### config.mk
export PLATFORM = sky130hd
export DESIGN_NAME = bcd_countdown
export DESIGN_NICKNAME = d
export VERILOG_FILES = /design/src/rtl/bcd_countdown_pkg.sv /design/src/rtl/bcd_digit_dec.sv /design/src/rtl/bcd_countdown.sv
export SDC_FILE = /design/constraint.sdc
export NUM_CORES = 1
export LEC_CHECK = 0
export BUFFER_PORTS_ARGS = -buffer_cell sky130_fd_sc_hd__buf_2
export CAP_MARGIN = 25
export CORE_UTILIZATION = 34
export DETAILED_ROUTE_END_ITERATION = 12
export GPL_ROUTABILITY_DRIVEN = 0
export PLACE_DENSITY = 0.61
export REMOVE_ABC_BUFFERS = 1
export SETUP_SLACK_MARGIN = 0.02
export SLEW_MARGIN = 10
export SYNTH_ARGS = -nofsm -noshare
export SYNTH_HDL_FRONTEND = slang
export SYNTH_SLANG_ARGS = --single-unit
### constraint.sdc
create_clock -name clk -period 2.15 [get_ports clk]
set_input_delay 0.1075 -clock clk [delete_from_list [all_inputs] [get_ports clk]]
set_output_delay 0.1075 -clock clk [all_outputs]
set_load 0.005 [all_outputs]
### src/rtl/bcd_countdown_pkg.sv
// Shared types and constants for the BCD down-counter: FSM state encoding,
// digit width and the load-time digit clamp.
package bcd_countdown_pkg;

  localparam int BCD_W = 4;

  typedef enum logic [1:0] {
    ST_IDLE = 2'd0,
    ST_RUN  = 2'd1,
    ST_DONE = 2'd2
  } state_e;

  function automatic logic [BCD_W-1:0] clamp_digit(input logic [BCD_W-1:0] d,
                                                   input logic [BCD_W-1:0] max_d);
    return (d > max_d) ? max_d : d;
  endfunction

endpackage

### src/rtl/bcd_digit_dec.sv
// One BCD digit of the down-counter: decrements on borrow_in, wraps 0 -> MAX
// and passes the borrow upward when it wraps.
module bcd_digit_dec
  import bcd_countdown_pkg::*;
#(
  parameter int MAX = 9
) (
  input  logic [BCD_W-1:0] digit,
  input  logic             borrow_in,
  output logic [BCD_W-1:0] digit_next,
  output logic             borrow_out
);

  localparam logic [BCD_W-1:0] MAX_D = BCD_W'(MAX);

  always_comb begin
    digit_next = digit;
    if (borrow_in) begin
      digit_next = (digit == '0) ? MAX_D : digit - BCD_W'(1);
    end
  end

  assign borrow_out = borrow_in && (digit == '0);

endmodule

### src/rtl/bcd_countdown.sv
// Multi-digit BCD down-counter with load/clear, run/done sequencing and a
// registered terminal-count pulse when a running count reaches zero.
//
//   state | meaning
//   IDLE  | after reset or clr; ce ignored, waiting for load
//   RUN   | counting down one step per ce
//   DONE  | count reached (or loaded as) zero; ce ignored until load/clr
module bcd_countdown
  import bcd_countdown_pkg::*;
#(
  parameter int DIGITS = 6,
  parameter int MAX    = 9
) (
  input  logic                    clk,
  input  logic                    rst_n,
  input  logic                    ce,
  input  logic                    clr,
  input  logic                    load,
  input  logic [DIGITS*BCD_W-1:0] load_val,
  output logic [DIGITS*BCD_W-1:0] cnt,
  output logic                    busy,
  output logic                    zero,
  output logic                    tc
);

  localparam int               CW    = DIGITS * BCD_W;
  localparam logic [BCD_W-1:0] MAX_D = BCD_W'(MAX);

  state_e          state_q, state_d;
  logic [CW-1:0]   cnt_q, cnt_d;
  logic            tc_q, tc_d;
  logic [CW-1:0]   cnt_dec;
  logic [CW-1:0]   load_clamped;
  logic [DIGITS:0] borrow;

  assign borrow[0] = ce && (state_q == ST_RUN);

  for (genvar g = 0; g < DIGITS; g++) begin : g_digit
    bcd_digit_dec #(.MAX(MAX)) u_digit (
      .digit      (cnt_q[g*BCD_W +: BCD_W]),
      .borrow_in  (borrow[g]),
      .digit_next (cnt_dec[g*BCD_W +: BCD_W]),
      .borrow_out (borrow[g+1])
    );
  end

  always_comb begin
    load_clamped = '0;
    for (int i = 0; i < DIGITS; i++) begin
      load_clamped[i*BCD_W +: BCD_W] = clamp_digit(load_val[i*BCD_W +: BCD_W], MAX_D);
    end
  end

  // A borrow out of the top digit would mean decrementing past zero; hold instead.
  always_comb begin
    state_d = state_q;
    cnt_d   = cnt_q;
    tc_d    = 1'b0;
    if (clr) begin
      state_d = ST_IDLE;
      cnt_d   = '0;
    end else if (load) begin
      cnt_d   = load_clamped;
      state_d = (load_clamped == '0) ? ST_DONE : ST_RUN;
    end else if (state_q == ST_RUN && ce && !borrow[DIGITS]) begin
      cnt_d = cnt_dec;
      if (cnt_dec == '0) begin
        state_d = ST_DONE;
        tc_d    = 1'b1;
      end
    end
  end

  always_ff @(posedge clk or negedge rst_n) begin
    if (!rst_n) begin
      state_q <= ST_IDLE;
      cnt_q   <= '0;
      tc_q    <= 1'b0;
    end else begin
      state_q <= state_d;
      cnt_q   <= cnt_d;
      tc_q    <= tc_d;
    end
  end

  assign cnt  = cnt_q;
  assign tc   = tc_q;
  assign busy = (state_q == ST_RUN);
  assign zero = (cnt_q == '0);

endmodule

== After elaboration in Yosys (flattened, before gate mapping) ==
Cells that the tools add are included.

* Flip-flop bits (word level): 27
* Output and inout bits: 27

* Magnitude comparators: 6
* $add $sub $neg: 6
* Equal/unequal tests: 1
* Reductions and logical operators: 21
* Multiplexer cells: 30

{| class="wikitable"
|+ Operator list
! operator !! count
|-
| zero test 24 bit || 3
|-
| two-way mux 24 bit || 3
|-
| two-way mux 4 bit || 18
|-
| > comparator 4 bit, second input constant || 6
|-
| zero test 4 bit || 6
|-
| subtractor 4 x 1 -> 4 bit, second input constant || 6
|-
| two-way mux 2 bit || 5
|-
| logical AND 1 bit || 8
|-
| nonzero test 3 bit || 2
|-
| two-way mux 1 bit || 4
|-
| equality test 2 x 1 -> 1 bit, second input constant || 1
|-
| AND reduction 2 bit || 1
|-
| zero test 1 bit || 1
|}

== Logic depth before layout (Yosys ltp) ==
* Word-level depth: 13
* Mapped depth: 9
* Mapped depth without buffers: 8

== By module ==
A second synthesis with hierarchy kept.

* Cells, all modules: 237
* Area total of the unflattened synthesis: 2108.3 µm²

{| class="wikitable"
|+ By module, submodules not included
! module !! sequential area each (µm²) !! area an instance (µm²) !! cells each !! times used
|-
| bcd_countdown || 675.6 || 1635.3 || 171 || 1
|-
| bcd_digit_dec || 0.0 || 78.8 || 11 || 6
|}

== Worst setup path before layout ==
No wires, ideal clock.

* Path kind: reg2reg
* From: register cnt_q[0] (netlist: cnt[0])
* To: register tc_q (netlist: tc)
* Slack: -229 ps
* Cell stages (with the launch flop): 9
* Required time: 2083 ps
* Library setup time: 67 ps
* Buffers on the path: 0
* Arrival time: 2312 ps
* Path through: dfrtp_1 inv_1 ha_1 or3b_2 nor4_1 mux2i_1 nand4_1 nor4_2 and3_1

* Word-level cells in the longest chain between the ends: 12
* Elaborated cells between the ends (all ways): 22
* Classes of those cells: 1 x add/sub; 11 x mux; 10 x reduce/logical

{| class="wikitable"
|+ Ends and longest elaborated chain
! what !! line !! RTL
|-
| from (decl) || bcd_countdown.sv:30 || <nowiki>logic [CW-1:0] cnt_q, cnt_d;</nowiki>
|-
| from (signal assigned) || bcd_countdown.sv:81 || <nowiki>cnt_q <= cnt_d;</nowiki>
|-
| parallel branches: the longest is 9 deep, another holds subtractor 4 x 1 -> 4 bit || n/a ||
|-
| two-way mux 1 bit (*) || bcd_countdown.sv:65 || <nowiki>end else if (state_q == ST_RUN && ce && !borrow[DIGITS]) begin</nowiki>
|-
| two-way mux 1 bit (*) || bcd_countdown.sv:62 || <nowiki>end else if (load) begin</nowiki>
|-
| two-way mux 1 bit (*) || bcd_countdown.sv:59 || <nowiki>if (clr) begin</nowiki>
|-
| named net tc_d || bcd_countdown.sv:31 || <nowiki>logic tc_q, tc_d;</nowiki>
|-
| to (signal assigned) || bcd_countdown.sv:82 || <nowiki>tc_q <= tc_d;</nowiki>
|-
| to (decl) || bcd_countdown.sv:31 ||
|}

Mark *: on every way through the listed nets, which the timed path passes.
A chain may end at the register's enable or synchronous reset.

== Worst setup path in the final report ==
* From: register cnt_q[8] (netlist: cnt[8])
* To: register cnt_q[19] (netlist: cnt[19])

* Word-level cells in the longest chain between the ends: 8
* Elaborated cells between the ends (all ways): 12
* Classes of those cells: 4 x mux; 8 x reduce/logical

{| class="wikitable"
|+ Ends and longest elaborated chain
! what !! line !! RTL
|-
| zero test 4 bit (*) || bcd_digit_dec.sv:23 || <nowiki>assign borrow_out = borrow_in && (digit == '0);</nowiki>
|-
| logical AND 1 bit (*) (2 in series) || bcd_digit_dec.sv:23 ||
|-
| parallel branches: the longest is 5 deep, another holds two-way mux 24 bit || n/a ||
|}

Every way passes the cells marked *. The select of a mux whose other input is x is not followed.

==> metrics.md <==
| Metric | Value |
|---|---|
| Die area | roughly 6000 µm² |
| Cts bufs inserted | 3 |
| Drt pass-1 iters | 4 |
| Critical Path RT | 2290 ps |
| Crit start category | flip-flop |
| Global-route usage over all layers | 22.4% |
| Critical R2R Launch | cnt[8] |
| Setup crit start | cnt[8] |
| Tmin final | 2210 ps |
| I/O Buffers | between 50 and 60 |
| Vias/cell | 5.70 |
| Sequential cell area fraction in the yosys report | about a third |
| Number of nets in the layout | 364 |
| Routed WL per cell | ~17 µm |
| WP data arrival | 2350 ps |
| # IOs | 56 |
| Most common cell after layout, fill and taps aside | buf_2 |
| CP peak stage delay | roughly 470 ps |
| FMAX | 452 MHz |
| DR vias | 2,301 |
| CP bufs+invs | 2 |
| # rows | 27 |
| CTS clk-pin slew, worst paths | about 90 ps |
| Most frequent cells in the layout | buf_2 (55), buf_4 (42), nor2_1 (28) |
| Cell leakage power | 1.26 nW |
| Global-route wire length before repair | 10.7 mm |
| Final hold slack | 93.2 ps |
| Critical path peak fanout | 9 |
| Post-DP HPWL | 4.81 mm |
| Placeable Area | 5510 µm² |
| CTS H-tree depth | 1 |
| FF/Latch Area | 676 µm² |
| RSZ-0062 raised after global routing | true |
| Clock Latency Late Sink | ~270 ps |
| Largest net degree at the start of global routing | 28 |
| #FFs+latches synth | 27 |
| Post-layout utilization of the core | a little over half |
| Root Buffer | clkbuf_8 |
| CTS tree | yes |
| Syn_area_per_cell | 8.31 µm² |
| Final non-filler cell total | about 400 |
| Vias in the first global route | approximately 2,200 |
| Top FF cell, synth | dfrtp_1 |
| Setup ws final | -62.2 ps |
| DRC viols | 0 |
| Post-synth EDFFs | 0 |
| Setup crit end kind | flip-flop |
| Clk_skew | 6.36 ps |
| Final Hold Fails | 0 |
| Setup violators final | 6 |
| Yosys cell types | 58 |
| FILL cells | 526 |
| CP most frequent cell | buf_4 |
| Syn Std Cell Area | 1940 µm² |
| Hold Path Class | in2reg |
| Power Dens Cells | around 460 nW/µm² |
| Max-slew violations | 0 |
| CTS sink cnt | 27 |
| DRT Wirelength | 6.74 mm |
| Worst-Margin Slew | 648 ps |
| Starting Density | 35.2% |
| WS Path Type | reg2reg |
| Final period utilization | 103% |
| Diodes inserted | 0 |
| Max stage delay cell, worst path | dfrtp_1 |
| Chip Width | 77.5 µm |
| Peak supply drop | 0.301 mV |
| Outcome | finished, violations left |
| Layout cells sized above 1 | between 40% and 50% |
| Total grt overflow | 0 |
| Worst-path cell chain | nor4_1 -> buf_4 -> nand4_4 -> o21a_2 -> buf_4 -> a311oi_1 -> nor3_1 |
| Post-route ant nets | 0 |
| Post-placement cell count | ~390 |
| Syn Inst Count | 233 |
| Area growth from synthesis to layout | 49.9% |
| Longest Clk Path Bufs | 2 |
| Initial antenna violation count | 0 |
| Max-slew headroom | a little under three fifths |
| Max-cap viol count | 0 |
| DR iter-0 viols | approximately 110 |
| Footprint of the multi-input gates | roughly 1400 µm² |
| Worst hold start | load_val[10] |
| Post-synth ARST share | 100% |
| Crit path max-delay family | simple AND/OR/NAND/NOR gates |
| Yosys warnings | 0 |
| Die Y | 77.5 µm |
| Failing checks | negative setup slack |
## final timing paths
check	depth (start not counted)	end	slack, ps
worst max register to register	7	cnt[19]	-60
worst min-delay path	3	cnt[10]	90
worst max-delay path	7	cnt[19]	-60
worst min register to register	2	cnt[12]	580
max in group asynchronous	2	cnt[20]	1340
min in group asynchronous	2	cnt[4]	380
## through the flow
stage,setup TNS (ps),area [µm²],power [W],worst slack (ps)
after floorplan,-866,1890,0.000754,-229
after global placement,-1150,2540,0.000965,-233
after detailed placement,-1740,2540,0.000964,-301
after CTS,-60.3,2720,0.00130,-30.8
after global routing,-1260,2900,0.00141,-211
final,-222,2900,0.00135,-62.2
## flip-flops by register name, indices dropped and copies added (netlist names)
| signal | cells |
|---|---|
| state_q | 2 |
| cnt | 24 |
| tc | 1 |
## power breakdown
group / switching (W) / total [W] / internal [W] / leakage [nW]
combinational: 0.000261 / 0.000479 / 0.000218 / 0.882
clock: 0.000169 / 0.000302 / 0.000133 / 0.0228
sequential: 0.0000303 / 0.000566 / 0.000536 / 0.358
total: 0.000460 / 0.00135 / 0.000887 / 1.26
## synth_stat cells, types with 2 or more instances
master / n / area, µm²
nand4_2: 2 / 25.0
nor3_1: 16 / 80.1
o21ai_0: 18 / 90.1
xor2_1: 3 / 26.3
nor4_4: 2 / 42.5
a211oi_1: 6 / 45.0
o22a_1: 2 / 17.5
nand2b_1: 2 / 12.5
nand3_1: 4 / 20.0
nor4b_1: 2 / 17.5
clkbuf_1: 6 / 22.5
dfrtp_1: 27 / 676
o21a_1: 3 / 22.5
or4_1: 5 / 37.5
nand4_1: 5 / 31.3
ha_1: 2 / 25.0
a22oi_1: 2 / 15.0
inv_1: 5 / 18.8
o21ai_1: 2 / 10.0
nor2b_1: 3 / 18.8
and3_1: 2 / 12.5
nand2_1: 12 / 45.0
a2bb2oi_1: 2 / 17.5
mux2i_1: 2 / 20.0
o311a_1: 2 / 20.0
o31a_1: 2 / 17.5
buf_2: 2 / 10.0
nand3b_1: 5 / 37.5
nor2_1: 31 / 116
nor4_1: 10 / 62.6
a21oi_1: 17 / 85.1
or3_1: 3 / 18.8
## cell families after synthesis
group                      count (synthesis)  share of synthesized area (%)
buffers and inverters                     16                           3.42
AOI/OAI and AO/OA                         67                           22.2
muxes                                      3                           1.61
xor gates and xnor gates                   4                           1.81
and+or+nand+nor                          114                           34.8
adders and majority gates                  2                           1.29
DFF                                       27                           34.9
## timing repair
action / CTS / global route
cloned: 0 / 0
gates resized for setup: 21 / 31
endpoints found under the hold margin: 27 / 0
buffers inserted: 4 / 9
pin swaps: 11 / 12
hold buffers: 1 / 0
setup endpoints to repair: 17 / 21
## layer usage
layer  vias up  global-route usage, %  routed length, µm
met5         -                      0                  0
li1       1091                      -                  -
met4         0                   6.04                103
met3        12                   2.24                426
met2        95                   37.5               3250
met1      1103                   30.5               2960
## worst register-to-register path: stages (launching register included)
cell and delay (ps):
dfrtp_1 470, nor4_1 370, buf_4 200, nand4_4 200, o21a_2 330, buf_4 150
a311oi_1 270, nor3_1 80
## cell type report
| type | count | share of cell area, % |
|---|---|---|
| clock buffers | 4 | 1.55 |
| inverters | 6 | 0.776 |
| multi-input cells | 190 | 47.9 |
| flip-flops and latches | 27 | 23.3 |
| well taps | 72 | 3.10 |
| repair buffers | 105 | 23.4 |
Note: power is estimated with default switching activity, not from simulation.
